--- src/rtl/alarm_controller_pkg.sv ---
// Shared definitions for the alarm controller: field widths, time limits,
// FSM state codes and a small range-check helper.
package alarm_controller_pkg;

    localparam int HH_W = 5;
    localparam int MM_W = 6;
    localparam int SS_W = 6;
    localparam int ST_W = 2;

    localparam logic [HH_W-1:0] MAX_HH = 5'd23;
    localparam logic [MM_W-1:0] MAX_MM = 6'd59;
    localparam logic [SS_W-1:0] MAX_SS = 6'd59;

    // State codes are visible on the state output, so the values are fixed.
    localparam logic [ST_W-1:0] ST_IDLE    = 2'd0;
    localparam logic [ST_W-1:0] ST_ARMED   = 2'd1;
    localparam logic [ST_W-1:0] ST_RINGING = 2'd2;
    localparam logic [ST_W-1:0] ST_SNOOZE  = 2'd3;

    // Hours/minutes pair, used for the programmed alarm time.
    typedef struct packed {
        logic [HH_W-1:0] hh;
        logic [MM_W-1:0] mm;
    } hm_t;

    // True when an hh:mm pair is a legal time of day.
    function automatic logic hm_valid(input logic [HH_W-1:0] h,
                                      input logic [MM_W-1:0] m);
        return (h <= MAX_HH) && (m <= MAX_MM);
    endfunction

endpackage

--- src/rtl/alarm_controller_tod_counter.sv ---
// Time-of-day counter: second prescaler, registered sec_tick, hh:mm:ss with
// wrap/carry, and the set_time load (which restarts the current second).
module tod_counter
    import alarm_controller_pkg::*;
#(
    parameter int CLK_PER_SEC = 20_000_000
) (
    input  logic            CLK,
    input  logic            RST_N,
    input  logic            set_time,
    input  logic [HH_W-1:0] time_hh,
    input  logic [MM_W-1:0] time_mm,
    output logic [HH_W-1:0] hh,
    output logic [MM_W-1:0] mm,
    output logic [SS_W-1:0] ss,
    output logic            sec_tick
);

    localparam int              PRE_W   = $clog2(CLK_PER_SEC);
    localparam logic [PRE_W-1:0] PRE_MAX = PRE_W'(CLK_PER_SEC - 1);

    logic [PRE_W-1:0] pre_q,  pre_d;
    logic [HH_W-1:0]  hh_q,   hh_d;
    logic [MM_W-1:0]  mm_q,   mm_d;
    logic [SS_W-1:0]  ss_q,   ss_d;
    logic             tick_q, tick_d;
    logic             load;
    logic             wrap;

    assign load = set_time && hm_valid(time_hh, time_mm);
    assign wrap = (pre_q == PRE_MAX);

    // Next-state for prescaler and time; a valid load beats a same-cycle wrap.
    always_comb begin
        pre_d  = pre_q;
        hh_d   = hh_q;
        mm_d   = mm_q;
        ss_d   = ss_q;
        tick_d = 1'b0;
        if (load) begin
            pre_d = '0;
            hh_d  = time_hh;
            mm_d  = time_mm;
            ss_d  = '0;
        end else if (wrap) begin
            pre_d  = '0;
            tick_d = 1'b1;
            if (ss_q == MAX_SS) begin
                ss_d = '0;
                if (mm_q == MAX_MM) begin
                    mm_d = '0;
                    hh_d = (hh_q == MAX_HH) ? '0 : hh_q + 1'b1;
                end else begin
                    mm_d = mm_q + 1'b1;
                end
            end else begin
                ss_d = ss_q + 1'b1;
            end
        end else begin
            pre_d = pre_q + 1'b1;
        end
    end

    // Time registers with asynchronous clear to 00:00:00.
    always_ff @(posedge CLK or negedge RST_N) begin
        if (!RST_N) begin
            pre_q  <= '0;
            hh_q   <= '0;
            mm_q   <= '0;
            ss_q   <= '0;
            tick_q <= 1'b0;
        end else begin
            pre_q  <= pre_d;
            hh_q   <= hh_d;
            mm_q   <= mm_d;
            ss_q   <= ss_d;
            tick_q <= tick_d;
        end
    end

    assign hh       = hh_q;
    assign mm       = mm_q;
    assign ss       = ss_q;
    assign sec_tick = tick_q;

endmodule

--- src/rtl/alarm_controller.sv ---
// Alarm controller top: alarm registers, match compare, arm/ring/snooze FSM
// with its second counters, and the buzzer-driver enable.
module alarm_controller
    import alarm_controller_pkg::*;
#(
    parameter int CLK_PER_SEC      = 20_000_000,
    parameter int SNOOZE_SEC       = 300,
    parameter int RING_TIMEOUT_SEC = 60
) (
    input  logic            CLK,
    input  logic            RST_N,
    input  logic            arm,
    input  logic            set_time,
    input  logic [HH_W-1:0] time_hh,
    input  logic [MM_W-1:0] time_mm,
    input  logic            set_alarm,
    input  logic [HH_W-1:0] alarm_hh,
    input  logic [MM_W-1:0] alarm_mm,
    input  logic            snooze,
    input  logic            dismiss,
    output logic            enable,
    output logic [HH_W-1:0] hh,
    output logic [MM_W-1:0] mm,
    output logic [SS_W-1:0] ss,
    output logic            sec_tick,
    output logic [ST_W-1:0] state
);

    // +1 so a power-of-two load value still fits.
    localparam int               RING_W    = $clog2(RING_TIMEOUT_SEC + 1);
    localparam int               SNZ_W     = $clog2(SNOOZE_SEC + 1);
    localparam logic [RING_W-1:0] RING_LOAD = RING_W'(RING_TIMEOUT_SEC);
    localparam logic [SNZ_W-1:0]  SNZ_LOAD  = SNZ_W'(SNOOZE_SEC);

    hm_t              alarm_q,  alarm_d;
    logic [ST_W-1:0]  state_q,  state_d;
    logic [RING_W-1:0] ring_q,  ring_d;
    logic [SNZ_W-1:0] snz_q,    snz_d;
    logic [RING_W-1:0] ring_dec;
    logic [SNZ_W-1:0] snz_dec;
    logic             match;

    tod_counter #(
        .CLK_PER_SEC (CLK_PER_SEC)
    ) u_tod (
        .CLK      (CLK),
        .RST_N    (RST_N),
        .set_time (set_time),
        .time_hh  (time_hh),
        .time_mm  (time_mm),
        .hh       (hh),
        .mm       (mm),
        .ss       (ss),
        .sec_tick (sec_tick)
    );

    // Only a counted second landing on :00 matches; a set_time load never
    // raises sec_tick, so loading the alarm time does not ring.
    assign match = sec_tick && (ss == '0) &&
                   (hh == alarm_q.hh) && (mm == alarm_q.mm);

    // Saturating decrements; zero is the expiry condition.
    assign ring_dec = (ring_q != '0) ? ring_q - 1'b1 : '0;
    assign snz_dec  = (snz_q  != '0) ? snz_q  - 1'b1 : '0;

    // Alarm register load; out-of-range values are dropped.
    always_comb begin
        alarm_d = alarm_q;
        if (set_alarm && hm_valid(alarm_hh, alarm_mm)) begin
            alarm_d.hh = alarm_hh;
            alarm_d.mm = alarm_mm;
        end
    end

    // FSM and second counters; disarming overrides everything.
    always_comb begin
        state_d = state_q;
        ring_d  = ring_q;
        snz_d   = snz_q;
        if (!arm) begin
            state_d = ST_IDLE;
        end else begin
            case (state_q)
                ST_IDLE: begin
                    state_d = ST_ARMED;
                end
                ST_ARMED: begin
                    if (match) begin
                        state_d = ST_RINGING;
                        ring_d  = RING_LOAD;
                    end
                end
                ST_RINGING: begin
                    if (dismiss) begin
                        state_d = ST_ARMED;
                    end else if (snooze) begin
                        state_d = ST_SNOOZE;
                        snz_d   = SNZ_LOAD;
                    end else if (sec_tick) begin
                        ring_d = ring_dec;
                        if (ring_dec == '0) begin
                            state_d = ST_ARMED;
                        end
                    end
                end
                ST_SNOOZE: begin
                    if (dismiss) begin
                        state_d = ST_ARMED;
                    end else if (sec_tick) begin
                        snz_d = snz_dec;
                        if (snz_dec == '0) begin
                            state_d = ST_RINGING;
                            ring_d  = RING_LOAD;
                        end
                    end
                end
                default: begin
                    state_d = ST_IDLE;
                end
            endcase
        end
    end

    // Control registers with asynchronous clear.
    always_ff @(posedge CLK or negedge RST_N) begin
        if (!RST_N) begin
            alarm_q <= '0;
            state_q <= ST_IDLE;
            ring_q  <= '0;
            snz_q   <= '0;
        end else begin
            alarm_q <= alarm_d;
            state_q <= state_d;
            ring_q  <= ring_d;
            snz_q   <= snz_d;
        end
    end

    // Enable is a pure decode of the registered state, so reset drops it at once.
    assign enable = (state_q == ST_RINGING);
    assign state  = state_q;

endmodule

--- config.mk ---
export PLATFORM = sky130hd
export DESIGN_NAME = alarm_controller
export DESIGN_NICKNAME = d
export VERILOG_FILES = /design/src/rtl/alarm_controller_pkg.sv /design/src/rtl/alarm_controller_tod_counter.sv /design/src/rtl/alarm_controller.sv
export SDC_FILE = /design/constraint.sdc
export NUM_CORES = 1
export LEC_CHECK = 0
export CAP_MARGIN = 20
export CORE_MARGIN = 3
export CORE_UTILIZATION = 45
export CTS_BUF_LIST = sky130_fd_sc_hd__clkbuf_4
export DETAILED_ROUTE_END_ITERATION = 6
export HOLD_SLACK_MARGIN = 0.15
export MAX_ROUTING_LAYER = met4
export PLACE_DENSITY = 0.72
export SLEW_MARGIN = 40
export SYNTH_ARGS = -nofsm -noshare
export SYNTH_HDL_FRONTEND = slang
export SYNTH_HIERARCHICAL = 1
export SYNTH_SLANG_ARGS = --single-unit
--- constraint.sdc ---
create_clock -name CLK -period 3.31 [get_ports CLK]
set_input_delay 0.331 -clock CLK [delete_from_list [all_inputs] [get_ports CLK]]
set_output_delay 0.331 -clock CLK [all_outputs]
set_load 0.01 [all_outputs]
=== After elaboration in Yosys (flattened, before gate mapping) ===
Cells that the tools add are included.
Widths: inputs -> output; s select.

* $add $sub $neg: 6
* Eq/ne operators: 22
* Mux-type cells: 41
* Reduce and logical (&&, ||, !) cells: 23
* $lt $le $gt $ge: 4

{| class="wikitable"
|+ Operator list
! kind !! count
|-
| $mux 6 || 15
|-
| $mux 25 || 2
|-
| $mux 9 || 5
|-
| $add 25x1->25 const B || 1
|-
| $eq 25x25->1 const B || 1
|-
| $mux 5 || 5
|-
| $mux 2 || 9
|-
| $pmux 6 s3 || 1
|-
| $pmux 9 s2 || 1
|-
| $add 6x1->6 const B || 2
|-
| $eq 6x6->1 const B || 2
|-
| $le 6x6->1 const B || 2
|-
| $logic_not 6->1 || 2
|-
| $ne 2x2->1 const B || 6
|-
| $le 5x5->1 const B || 2
|-
| $ne 5x4->1 const B || 2
|-
| $logic_not 9->1 || 1
|-
| $reduce_and 9->1 || 1
|-
| $reduce_bool 9->1 || 1
|-
| $sub 9x1->9 const B || 1
|-
| $pmux 2 s4 || 1
|-
| $reduce_bool 2->1 || 4
|-
| $logic_and 1x1->1 || 7
|-
| $eq 6x6->1 || 1
|-
| other kinds (18) || 21
|}

* Bits of input ports: 29
* Logic and storage cells: 106
* Register bits: 71
* Output and inout bits: 21

=== Depth between registers and ports, before layout ===
* Word-level depth: 9
* Mapped depth: 8
* Mapped depth without buffers: 8

=== Modules after synthesis ===
The synthesis kept the hierarchy.

{| class="wikitable"
|+ By module, submodules not included
! module !! area an instance (µm²) !! cells each !! sequential area each (µm²) !! times used
|-
| tod_counter || 2294.7 || 238 || 1076.0 || 1
|-
| alarm_controller || 1720.4 || 178 || 700.7 || 1
|}

=== Worst setup path before layout ===
Ideal clock, no wire load.

* Path type: register to register
* Start point: reg snz_q[0]
* End point: reg ring_q[0]
* Period minus slack after synthesis: 2323 ps
* Path buffers: 0
* Arrival: 2198 ps
* Cell stages (with the launch flop): 9
* Setup time: 125 ps
* Data required time: 3185 ps
* Path slack: 987 ps
* Path through: dfrtp_1 inv_1 ha_1 or4b_4 nor4b_4 a41oi_2 o21ai_4 nand2_4 mux2_4

* Longest elaborated chain between the ends: 5
* Elaborated cells between the ends (all ways): 6
* Those cells by class: add/sub: 1; eq/ne: 1; mux: 1; reduce/logical: 3

{| class="wikitable"
|+ Ends and longest elaborated chain
! what !! line !! RTL
|-
| start, declared || alarm_controller.sv:38 || <nowiki>logic [SNZ_W-1:0] snz_q, snz_d;</nowiki>
|-
| start signal, assigned || alarm_controller.sv:135 || <nowiki>snz_q <= snz_d;</nowiki>
|-
| $sub 9x1->9 / $reduce_bool 9->1 (equally long branches) || alarm_controller.sv:64 || <nowiki>assign snz_dec = (snz_q != '0) ? snz_q - 1'b1 : '0;</nowiki>
|-
| $mux 9 (*) || alarm_controller.sv:64 ||
|-
| $logic_not 9->1 (*) || alarm_controller.sv:111 || <nowiki>if (snz_dec == '0) begin</nowiki>
|-
| $ne 2x2->1 (no line) (*) || -- ||
|-
| $reduce_and 9->1 (no line) (*) || -- ||
|-
| end signal, assigned || alarm_controller.sv:134 || <nowiki>ring_q <= ring_d;</nowiki>
|-
| end, declared || alarm_controller.sv:37 || <nowiki>logic [RING_W-1:0] ring_q, ring_d;</nowiki>
|}

Every way passes the cells marked *; elsewhere a longest branch is shown, timed or not.
A chain may end at the register's enable or synchronous reset.

=== Final worst setup path ===
* Start point: reg snz_q[0]
* End point: reg ring_q[1]

The elaborated chain is that of the path after synthesis.

==> results.txt <==
Post-Route WL -> 8620 um
Syn-to-layout area delta -> 18.8%
Worst max-slew margin expressed relative to the limit -> 55.8%
Vertical extent of the die -> 100 um
Area inside the core boundary -> 8420 sq um
Main area contributors after synthesis -> dfrtp_1 (44%), nor2_1 (6.0%), xor2_1 (5.5%)
Number of global-route vias before repair -> 3,101
Critical Path Max Stage Delay -> 0.52 ns
Initial antenna violation count -> 0
Biggest area consumer among synthesized cells -> dfrtp_1
Post-Route Setup TNS -> 0 ns
Hold violation total from the final report -> 0
Maximum clock skew at final layout -> 0.0130 ns
TritonCTS clock tree -> yes
Max Slew Vio Count -> 0
Instance count after placement with tap cells included -> 566
Maximum clock frequency -> 0.396 GHz
Number of antenna-violating nets in the routed design -> 0
Global router's overall resource usage -> 18.1%
Syn nets -> 452
Synth Warn # -> 6
Flop and latch count out of synthesis -> 71
Number of different library cells in the post-synthesis netlist -> 63
Largest net degree at the start of global routing -> 47
Crit-path slowest cell -> or4b_4
Setup Crit Path Kind -> register to register
Number of diodes added for antenna fixing -> 0
Average routed wire per standard cell -> 14.8 um
Cell with the most instances after synthesis -> dfrtp_1
Series of cell instances along the critical path -> inv_1 > ha_1 > or4b_4 > nor4b_4 > a41oi_2 > o21ai_4 > nand2_4 > mux2_4
Maximum clock path buffer count -> 2
Async SR Flop Fraction -> 100%
Areal power density over the cells -> 445 nW/um^2
Actual slew at the worst max-slew pin -> 0.656 ns
Min cycle time layout -> 2.52 ns
Leakage -> 2.02 nW
Post-route total power -> 2.12 mW
Cell at the root of the clock tree -> clkbuf_4
Area of the multi-input gates -> 2140 sq um
Clock latency on the worst-skew pair -> 0.41 ns
Per-cell via count in the routed design -> 5.69
Worst-case vdd ir drop -> 0.000303 V
Setup violation total in the final timing report -> 0
EDFF count, synth -> 0
Cells resized by post-CTS repair -> 0
Fillers -> 789
Total overflow reported by the global router -> 0
Std-Cell Rows -> 33
R2R Path Start -> snz_q[0]
Worst Setup End Kind -> register
Most numerous cell types in the synthesized netlist -> dfrtp_1 (71), nor2_1 (64), nand2_1 (34)
First-pass GRT wire length -> 14,300 um
Netlist Area Pre-Place -> 4020 sq um
Number of design-rule violations left by the first detailed-router iteration -> 146
Number of placed I/O pins -> 50
Drc violations -> 0
Clk sinks -> 71
Peak fanout along the critical path -> 6
Final clock period utilization by the worst path -> 76.3%
Worst setup path startpoint -> snz_q[0]
Sequential element share of the synthesized area -> 44.3%
Footprint of the flip-flops and latches -> 1780 sq um
Number of buffers added on ports -> 49
Maximum capacitance violations -> 0
Layout cells sized above 1 -> 10.7%
Unrepaired setup endpoints after global routing -> no
Die area -> 10,100 sq um
Final cell count without fillers -> 583
Initial core utilization -> 47.7%
Commonest register cell after synthesis -> dfrtp_1
Synth Instances -> 416
Kind of launch point of the worst setup path -> register
CTS clock-pin slew for the worst setup and hold paths -> 0.12 ns
Result of the run -> finished clean
Post-synthesis average cell area -> 9.65 sq um
H-tree depth -> 3
Area share of the leading cell type in the synthesized netlist -> 44.3%
Final nets -> 509
Arrival @ worst endpoint -> 2.82 ns
Worst Hold Class -> input port to async pin
Die X-Extent -> 100 um
Number of detailed-route iterations in the first pass -> 4
Critical Path RT -> 3.61 ns
TritonCTS Buffers -> 9
Vias -> 3,315
Total half-perimeter wirelength after legalization and detailed placement -> 6430 um
Final estimated routing congestion in global placement -> 0.850
==> final timing paths <==
kind / endpoint / slack (ns) / depth (start not counted)
setup / recovery: ring_q[1] / 0.79 / 8
hold / removal: ring_q[1] / 0.47 / 2
setup reg to reg: ring_q[1] / 0.79 / 8
hold reg to reg: u_tod/pre_q[0] / 0.50 / 1
max in group asynchronous: u_tod/hh[4] / 2.19 / 3
min in group CLK: u_tod/hh[1] / 0.50 / 3
==> layer usage <==
metal  up-vias  global-route usage, %  wire, um
met5         -                      -         0
met4         0                   6.94       149
met3        14                   2.77       317
met2        62                   27.5      4020
met1      1621                   24.5      4140
li1       1618                      -         -
==> sequential cells by signal (all words and copies together), names as in the netlist <==
register and cells:
alarm_q 11, ring_q 6, snz_q 9, state 2, u_tod/hh 5, u_tod/mm 6
u_tod/pre_q 25, u_tod/sec_tick 1, u_tod/ss 6
==> critical path: cells and delay by family, from the launching register on <==
kind,cells,cell delay (ns)
simple gates,3,0.99
buf+inv,1,0.08
compound gates,2,0.37
fa+ha+maj,1,0.22
flops,1,0.45
mux,1,0.31
==> stage by stage <==
stage               worst slack (ns)  area (sq um)  utilization, %  hold WS (ns)
floorplan                      0.987          4020               -        0.0354
global placement               0.873          4630            54.9         0.483
detailed placement             0.803          4630            55.0         0.386
CTS                            0.785          4770            56.6         0.478
global route                   0.663          4770            56.6         0.504
finish                         0.785          4770            56.6         0.469
==> report_power, final <==
part,switching (mW),leakage [nW],internal [mW]
Sequential,0.131,0.909,0.958
Clock,0.295,0.0780,0.242
Combinational,0.238,1.04,0.256
Total,0.665,2.02,1.46
==> cells by family (layout without fill, tap and decap cells) <==
group	count (synthesis)	after routing	share of synthesized area, %
multiplexers	16	16	4.55
adder cells (fa/ha/maj)	7	7	2.18
AO/OA/AOI/OAI	72	72	12.6
flip-flops	71	71	44.3
XOR/XNOR	38	38	8.29
AND/OR/NAND/NOR	189	189	25.8
buffers and inverters	23	85	2.37
==> layout make-up <==
cell class              instances  area share (%)
clock buffers                  11            1.73
multi-input cells             322            44.9
repair buffers                 55            11.2
flip-flops and latches         71            37.2
clock inverters                 5            1.02
inverters                      14            1.10
well taps                     105            2.75
==> repair_timing <==
action                                 4_1_cts  5_1_grt
hold buffers                                 1        0
setup buffers                                0        0
endpoints found under the hold margin       44        0
==> cell usage in the layout, fill, tap and decap left out, drive strengths merged, types with 12 or more instances in the layout <==
master,count
dfrtp,71
nor2,64
clkdlybuf4s50,48
nand2,35
xor2,25
nand3,20
o21ai,18
nand4,16
inv,14
xnor2,13
a31oi,13
and3,12
mux2,12
No activity file was read; power rests on OpenSTA's default activity.
